## config.mk

```make
export PLATFORM = sky130hd
export DESIGN_NAME = mem_port_arbiter_flat
export DESIGN_NICKNAME = d
export VERILOG_FILES = /design/src/rtl/mem_arb_pkg.sv /design/src/rtl/mem_port_arbiter_if.sv /design/src/rtl/arb_starve_counter.sv /design/src/rtl/mem_port_arbiter.sv /design/src/flat_wrapper.sv
export SDC_FILE = /design/constraint.sdc
export NUM_CORES = 1
export LEC_CHECK = 0
export ABC_CLOCK_PERIOD_IN_PS = 1720
export BUFFER_PORTS_ARGS = -buffer_cell sky130_fd_sc_hd__buf_2
export CORE_ASPECT_RATIO = 0.8
export CORE_MARGIN = 3
export CORE_UTILIZATION = 35
export CTS_CLUSTER_DIAMETER = 40
export CTS_CLUSTER_SIZE = 40
export DETAILED_ROUTE_END_ITERATION = 10
export PLACE_DENSITY = 0.66
export SLEW_MARGIN = 20
export SYNTH_ARGS = -nofsm -noshare
export SYNTH_HDL_FRONTEND = slang
export SYNTH_SLANG_ARGS = --single-unit
```

## constraint.sdc

```tcl
create_clock -name clock -period 1.72 [get_ports clock]
set_input_delay 0.086 -clock clock [delete_from_list [all_inputs] [get_ports clock]]
set_output_delay 0.086 -clock clock [all_outputs]
set_load 0.005 [all_outputs]
```

## src/rtl/mem_arb_pkg.sv

```systemverilog
// Shared encodings for the unified-memory port arbiter.
package mem_arb_pkg;

    // Sequencer states
    localparam logic [1:0] IDLE  = 2'd0;
    localparam logic [1:0] ISSUE = 2'd1;
    localparam logic [1:0] WAIT  = 2'd2;
    localparam logic [1:0] DONE  = 2'd3;

    // Transaction owner
    localparam logic OWN_CPU = 1'b0;
    localparam logic OWN_DMA = 1'b1;

endpackage

```

## src/rtl/mem_port_arbiter_if.sv

```systemverilog
// Requester-side req/ack bundle: one instance per requester (CPU, DMA).
interface mem_port_arbiter_if #(
    parameter int unsigned DW = 32,
    parameter int unsigned AW = 8
);
    logic          req;
    logic          we;
    logic [AW-1:0] addr;
    logic [DW-1:0] wdata;
    logic          ack;
    logic [DW-1:0] rdata;

    modport master (output req, we, addr, wdata, input ack, rdata);
    modport slave  (input req, we, addr, wdata, output ack, rdata);
endinterface

```

## src/rtl/arb_starve_counter.sv

```systemverilog
// Saturating count of CPU grants won while DMA was waiting.
module arb_starve_counter #(
    parameter int unsigned MAX = 3
) (
    input  logic clock,
    input  logic reset,
    input  logic inc,
    input  logic clr,
    output logic at_max
);
    localparam int unsigned W = $clog2(MAX + 1);

    logic [W-1:0] cnt_q;

    assign at_max = (cnt_q == W'(MAX));

    // Clear has priority; increment stops at MAX
    always_ff @(posedge clock) begin
        if (reset || clr) begin
            cnt_q <= '0;
        end else if (inc && !at_max) begin
            cnt_q <= cnt_q + W'(1);
        end
    end
endmodule

```

## src/rtl/mem_port_arbiter.sv

```systemverilog
// Two-requester arbiter/sequencer for a fixed-latency single-port memory.
module mem_port_arbiter
    import mem_arb_pkg::*;
#(
    parameter int unsigned DW         = 32,
    parameter int unsigned AW         = 8,
    parameter int unsigned MEM_LAT    = 2,
    parameter int unsigned STARVE_MAX = 3
) (
    input  logic              clock,
    input  logic              reset,
    mem_port_arbiter_if.slave cpu,
    mem_port_arbiter_if.slave dma,
    output logic              mem_en,
    output logic              mem_we,
    output logic [AW-1:0]     mem_addr,
    output logic [DW-1:0]     mem_wdata,
    input  logic [DW-1:0]     mem_rdata,
    output logic              busy,
    output logic              owner
);
    localparam int unsigned LW = $clog2(MEM_LAT + 1);

    logic [1:0]    state_q, state_d;
    logic          owner_q, we_q;
    logic [AW-1:0] addr_q;
    logic [DW-1:0] wdata_q;
    logic [DW-1:0] cpu_rdata_q, dma_rdata_q;
    logic [LW-1:0] cnt_q;
    logic          in_idle, any_req, grant_dma, at_max;

    assign in_idle   = (state_q == IDLE);
    assign any_req   = cpu.req || dma.req;
    // CPU has priority unless DMA has been passed over STARVE_MAX times
    assign grant_dma = dma.req && (!cpu.req || at_max);

    arb_starve_counter #(
        .MAX (STARVE_MAX)
    ) u_starve (
        .clock  (clock),
        .reset  (reset),
        .inc    (in_idle && cpu.req && dma.req && !grant_dma),
        .clr    (in_idle && grant_dma),
        .at_max (at_max)
    );

    // Next-state sequencing
    always_comb begin
        state_d = state_q;
        unique case (state_q)
            IDLE:    if (any_req) state_d = ISSUE;
            ISSUE:   state_d = we_q ? DONE : WAIT;
            WAIT:    if (cnt_q == LW'(1)) state_d = DONE;
            DONE:    state_d = IDLE;
            default: state_d = IDLE;
        endcase
    end

    // State register
    always_ff @(posedge clock) begin
        if (reset) state_q <= IDLE;
        else       state_q <= state_d;
    end

    // Latch the winner's request fields at grant; they drive the memory bus
    always_ff @(posedge clock) begin
        if (reset) begin
            owner_q <= OWN_CPU;
            we_q    <= 1'b0;
            addr_q  <= '0;
            wdata_q <= '0;
        end else if (in_idle && any_req) begin
            owner_q <= grant_dma ? OWN_DMA : OWN_CPU;
            we_q    <= grant_dma ? dma.we    : cpu.we;
            addr_q  <= grant_dma ? dma.addr  : cpu.addr;
            wdata_q <= grant_dma ? dma.wdata : cpu.wdata;
        end
    end

    // Read latency counter: loaded on issue, counts down through WAIT
    always_ff @(posedge clock) begin
        if (reset) begin
            cnt_q <= '0;
        end else if (state_q == ISSUE && !we_q) begin
            cnt_q <= LW'(MEM_LAT);
        end else if (state_q == WAIT) begin
            cnt_q <= cnt_q - LW'(1);
        end
    end

    // Capture read data into the owner's register on the last WAIT cycle
    always_ff @(posedge clock) begin
        if (reset) begin
            cpu_rdata_q <= '0;
            dma_rdata_q <= '0;
        end else if (state_q == WAIT && cnt_q == LW'(1)) begin
            if (owner_q == OWN_DMA) dma_rdata_q <= mem_rdata;
            else                    cpu_rdata_q <= mem_rdata;
        end
    end

    assign mem_en    = (state_q == ISSUE);
    assign mem_we    = mem_en && we_q;
    assign mem_addr  = addr_q;
    assign mem_wdata = wdata_q;
    assign busy      = !in_idle;
    assign owner     = owner_q;
    assign cpu.ack   = (state_q == DONE) && (owner_q == OWN_CPU);
    assign dma.ack   = (state_q == DONE) && (owner_q == OWN_DMA);
    assign cpu.rdata = cpu_rdata_q;
    assign dma.rdata = dma_rdata_q;
endmodule

```

## src/flat_wrapper.sv

```systemverilog
// flat-port wrapper written by rule: the top's interface ports become plain ports
module mem_port_arbiter_flat import mem_arb_pkg::*;
#(
    parameter int unsigned DW         = 32,
    parameter int unsigned AW         = 8,
    parameter int unsigned MEM_LAT    = 2,
    parameter int unsigned STARVE_MAX = 3
)
  (clock, reset, mem_en, mem_we, mem_addr, mem_wdata, mem_rdata, busy, owner, cpu_req, cpu_we, cpu_addr, cpu_wdata, cpu_ack, cpu_rdata, dma_req, dma_we, dma_addr, dma_wdata, dma_ack, dma_rdata);
  mem_port_arbiter_if #(.DW(DW), .AW(AW)) cpu_i ();
  mem_port_arbiter_if #(.DW(DW), .AW(AW)) dma_i ();
  input  logic clock;
  input  logic reset;
  output logic mem_en;
  output logic mem_we;
  output logic [AW-1:0] mem_addr;
  output logic [DW-1:0] mem_wdata;
  input  logic [DW-1:0] mem_rdata;
  output logic busy;
  output logic owner;
  input wire logic [$bits(cpu_i.req)-1:0] cpu_req;
  input wire logic [$bits(cpu_i.we)-1:0] cpu_we;
  input wire logic [$bits(cpu_i.addr)-1:0] cpu_addr;
  input wire logic [$bits(cpu_i.wdata)-1:0] cpu_wdata;
  output wire logic [$bits(cpu_i.ack)-1:0] cpu_ack;
  output wire logic [$bits(cpu_i.rdata)-1:0] cpu_rdata;
  input wire logic [$bits(dma_i.req)-1:0] dma_req;
  input wire logic [$bits(dma_i.we)-1:0] dma_we;
  input wire logic [$bits(dma_i.addr)-1:0] dma_addr;
  input wire logic [$bits(dma_i.wdata)-1:0] dma_wdata;
  output wire logic [$bits(dma_i.ack)-1:0] dma_ack;
  output wire logic [$bits(dma_i.rdata)-1:0] dma_rdata;
  assign cpu_i.req = cpu_req;
  assign cpu_i.we = cpu_we;
  assign cpu_i.addr = cpu_addr;
  assign cpu_i.wdata = cpu_wdata;
  assign cpu_ack = cpu_i.ack;
  assign cpu_rdata = cpu_i.rdata;
  assign dma_i.req = dma_req;
  assign dma_i.we = dma_we;
  assign dma_i.addr = dma_addr;
  assign dma_i.wdata = dma_wdata;
  assign dma_ack = dma_i.ack;
  assign dma_rdata = dma_i.rdata;
  mem_port_arbiter #(.DW(DW), .AW(AW), .MEM_LAT(MEM_LAT), .STARVE_MAX(STARVE_MAX)) u_core (.clock(clock), .reset(reset), .cpu(cpu_i), .dma(dma_i), .mem_en(mem_en), .mem_we(mem_we), .mem_addr(mem_addr), .mem_wdata(mem_wdata), .mem_rdata(mem_rdata), .busy(busy), .owner(owner));
endmodule
```

==> flow_summary.yaml <==
status:
  status: "finished, final reports clean"
route:
  vias_per_cell: 5.136
  wl_per_cell_um: 15.01
  drtAntennaViolNets: 0
  route.detailed.drc: 0
  drtIter0Drc: 199
  vias: 5085
  wirelength_mm: 14.86
  drt-pass1-iter-count: 4
finish:
  multi_input_area_um2: 2083
  instances_no_fill: 990
  drive_above_1_share: 0.3284
  design_area_um2: 6655
  fill_cells: 1172
  nets: 939
  ff_latch_area_um2: 2242
  syn2layout_area_growth_pct: 43.25
  n_antenna_cell: 0
  final_core_utilization: 0.5296
sta:
  finClkSkew_ps: 5.778
  finalSetupTns_ps: 0
  maxSlewHeadroom: 0.5321
  setup_viol: 0
  slew_viol_final: 0
  hold_viol_final: 0
  period_minus_slack_ps: 1568
  worst_slew_pin_slew_ps: 701.8
  post-route-period-util: 0.9114
  fmax_mhz: 637.9
  rsz0062_at_grt: "no"
grt:
  grt_pass1_wl_mm: 22.81
  antenna_found_initial: 0
  grt_pass1_vias: 4804
  grtUsageTotal: 0.1938
  grt_max_degree: 72
  globalRoute.totalOverflow: 0
critical_path:
  worst-path-buf-inv: 2
  endpoint_kind: "register"
  endpoint: "u_core.dma.rdata[17]"
  rr_startpoint: "u_core.state_q[0]"
  reg2reg_to: "u_core.dma.rdata[17]"
  cp.required_ps: 1990
  regToRegSetupSlack_ps: 150
  path_depth: 6
  worstSetupPathType: "register to register"
  path_max_fanout: 25
  slowest_stage: "dfxtp_1"
  crit_start: "u_core.state_q[0]"
  reg2regPathDepth: 6
  startpoint_type: "register"
  worstPathCellList: "inv_1 > ha_1 > and3_1 > buf_12 > nand2_1 > a21oi_1"
  cp.arrival_ps: 1840
  crit_family: "simple AND/OR/NAND/NOR gates"
  worst_path_largest_cell_delay_ps: 340
die:
  start_util: 0.3697
  rows: 36
  fp.dieW_um: 134.8
  die_y_um: 109.0
  core_area_um2: 12570
  dieArea_um2: 14700
  ioPinCount: 228
placed_design:
  hpwl_mm: 9.900
  place_area_um2: 5916
  post-place-cells: 932
  gp_congestion: 0.7839
  port-buffer-count: 227
clock_network:
  postCtsResizedCells: 0
  cts_tree: "yes"
  cts_inserted_buffers: 9
  htreeDepth: 3
  post_cts_buffers: 0
  clkLatencyLatePin_ps: 360
  clk_pin_slew_ps: 70
  cts_root_buffer: "clkbuf_16"
  clockBufferDepth: 2
  cts_sinks: 112
job:
  maxCapViolations: 0
yosys:
  synth.cell_area_um2: 4646
  synth_seq_cells: 112
  netlist_instances: 572
  avgSynthCellArea_um2: 8.122
  synth-seq-area-share: 0.4826
  synth_fp_nets: 697
  ys_types: 34
  yosysWarnings: 0
  synth-edff-count: 0
  synth_flop_cell: "dfxtp_1"
  synth-async-reset-ratio: 0
min_path:
  hold_class: "primary input to register"
power:
  ir_drop_mv: 0.5830
  powerDensity_nw_per_um2: 1137
  power_mw: 7.564
  p_leak_nw: 2.902
## logic make-up (layout without fill, tap and decap cells)
kind of cell               Yosys count  in the layout  synth area share
xor gates and xnor gates             1              1          0.001886
and+or+nand+nor                    237            237            0.2144
adders and majority gates            7              7           0.01885
DFF                                112            112            0.4826
buffers and inverters               61            308           0.06895
AOI/OAI and AO/OA                  154            154            0.2133
## synth_stat cells, types with 2 or more instances
master	count	area share
nand2_1	132	0.11
clkbuf_1	21	0.017
nand3_1	42	0.045
nand2b_1	2	0.0027
buf_2	17	0.018
buf_1	5	0.0040
a311oi_2	8	0.026
buf_4	2	0.0032
inv_1	6	0.0048
clkbuf_2	2	0.0022
nor2b_1	5	0.0067
dfxtp_1	112	0.48
nor3b_1	2	0.0032
o21ai_0	42	0.045
ha_1	7	0.019
nor2_1	44	0.036
buf_6	8	0.019
a311oi_1	33	0.062
and2_1	2	0.0027
a21oi_1	66	0.071
## tightest hold or removal path, stage by stage
cell	delay, ps
buf_2	90
nand3_1	60
a311oi_1	80
## placed cells by master (no fill, tap or decap), types with 8 or more instances in the layout
master	netlist	layout
dfxtp_1	112	112
clkbuf_16	0	10
a311oi_2	8	8
nand3_1	42	42
a21oi_1	66	66
a311oi_1	33	33
nand2_1	132	132
buf_2	17	226
dlygate4sd3_1	0	41
o21ai_0	42	42
buf_4	2	11
nor2_1	44	44
## through the flow
stage                     hold WS (ps)  setup slack (ps)
final                            14.60             152.4
after global routing             4.680             16.86
after CTS                       0.3569             117.6
after detailed placement         345.6             121.6
after global placement           337.4             237.9
after floorplan                  222.0             252.6
## worst min-delay path by stage
stage | start | slack, ps | endpoint | cells after the start
global placement | mem_rdata[7] | 340 | u_core.dma.rdata[7] | 3
global route | dma_wdata[19] | 5 | u_core.mem_wdata[19] | 3
floorplan | mem_rdata[0] | 220 | u_core.cpu.rdata[0] | 2
finish | dma_wdata[3] | 10 | u_core.mem_wdata[3] | 3
CTS | dma_wdata[28] | 0.4 | u_core.mem_wdata[28] | 3
detailed placement | mem_rdata[14] | 350 | u_core.cpu.rdata[14] | 3
## sequential cells by signal (all words and copies together), names as in the netlist
register,cells
u_core.we_q,1
u_core.u_starve.cnt_q,2
u_core.dma.rdata,32
u_core.mem_addr,8
u_core.state_q,2
u_core.cpu.rdata,32
u_core.cnt_q,2
u_core.owner,1
u_core.mem_wdata,32
## report_power, final
group | leakage, nW | switching (mW) | internal [mW]
Sequential | 0.913 | 0.216 | 2.97
Combinational | 1.84 | 1.20 | 1.03
Clock | 0.146 | 0.997 | 1.15
## repair_timing
item	in CTS	in global routing
setup endpoints to repair	0	5
hold buffers	41	0
endpoints found under the hold margin	73	0
## cell type report
class / count / share of cell area
sequential: 112 / 0.3369
multi-input combinational: 399 / 0.3130
timing repair buffer: 286 / 0.2688
inverter: 6 / 0.003384
clock inverter: 6 / 0.01128
clock buffer: 10 / 0.03441
tap: 171 / 0.03215
## per-layer routing
metal,GRT usage,wire length (um),vias up
li1,-,-,2453
met1,0.2147,5939,2378
met2,0.3469,7295,232
met3,0.06919,1360,22
met4,0.06541,266,0
met5,0,0,-
(Power assumes the default switching activity.)
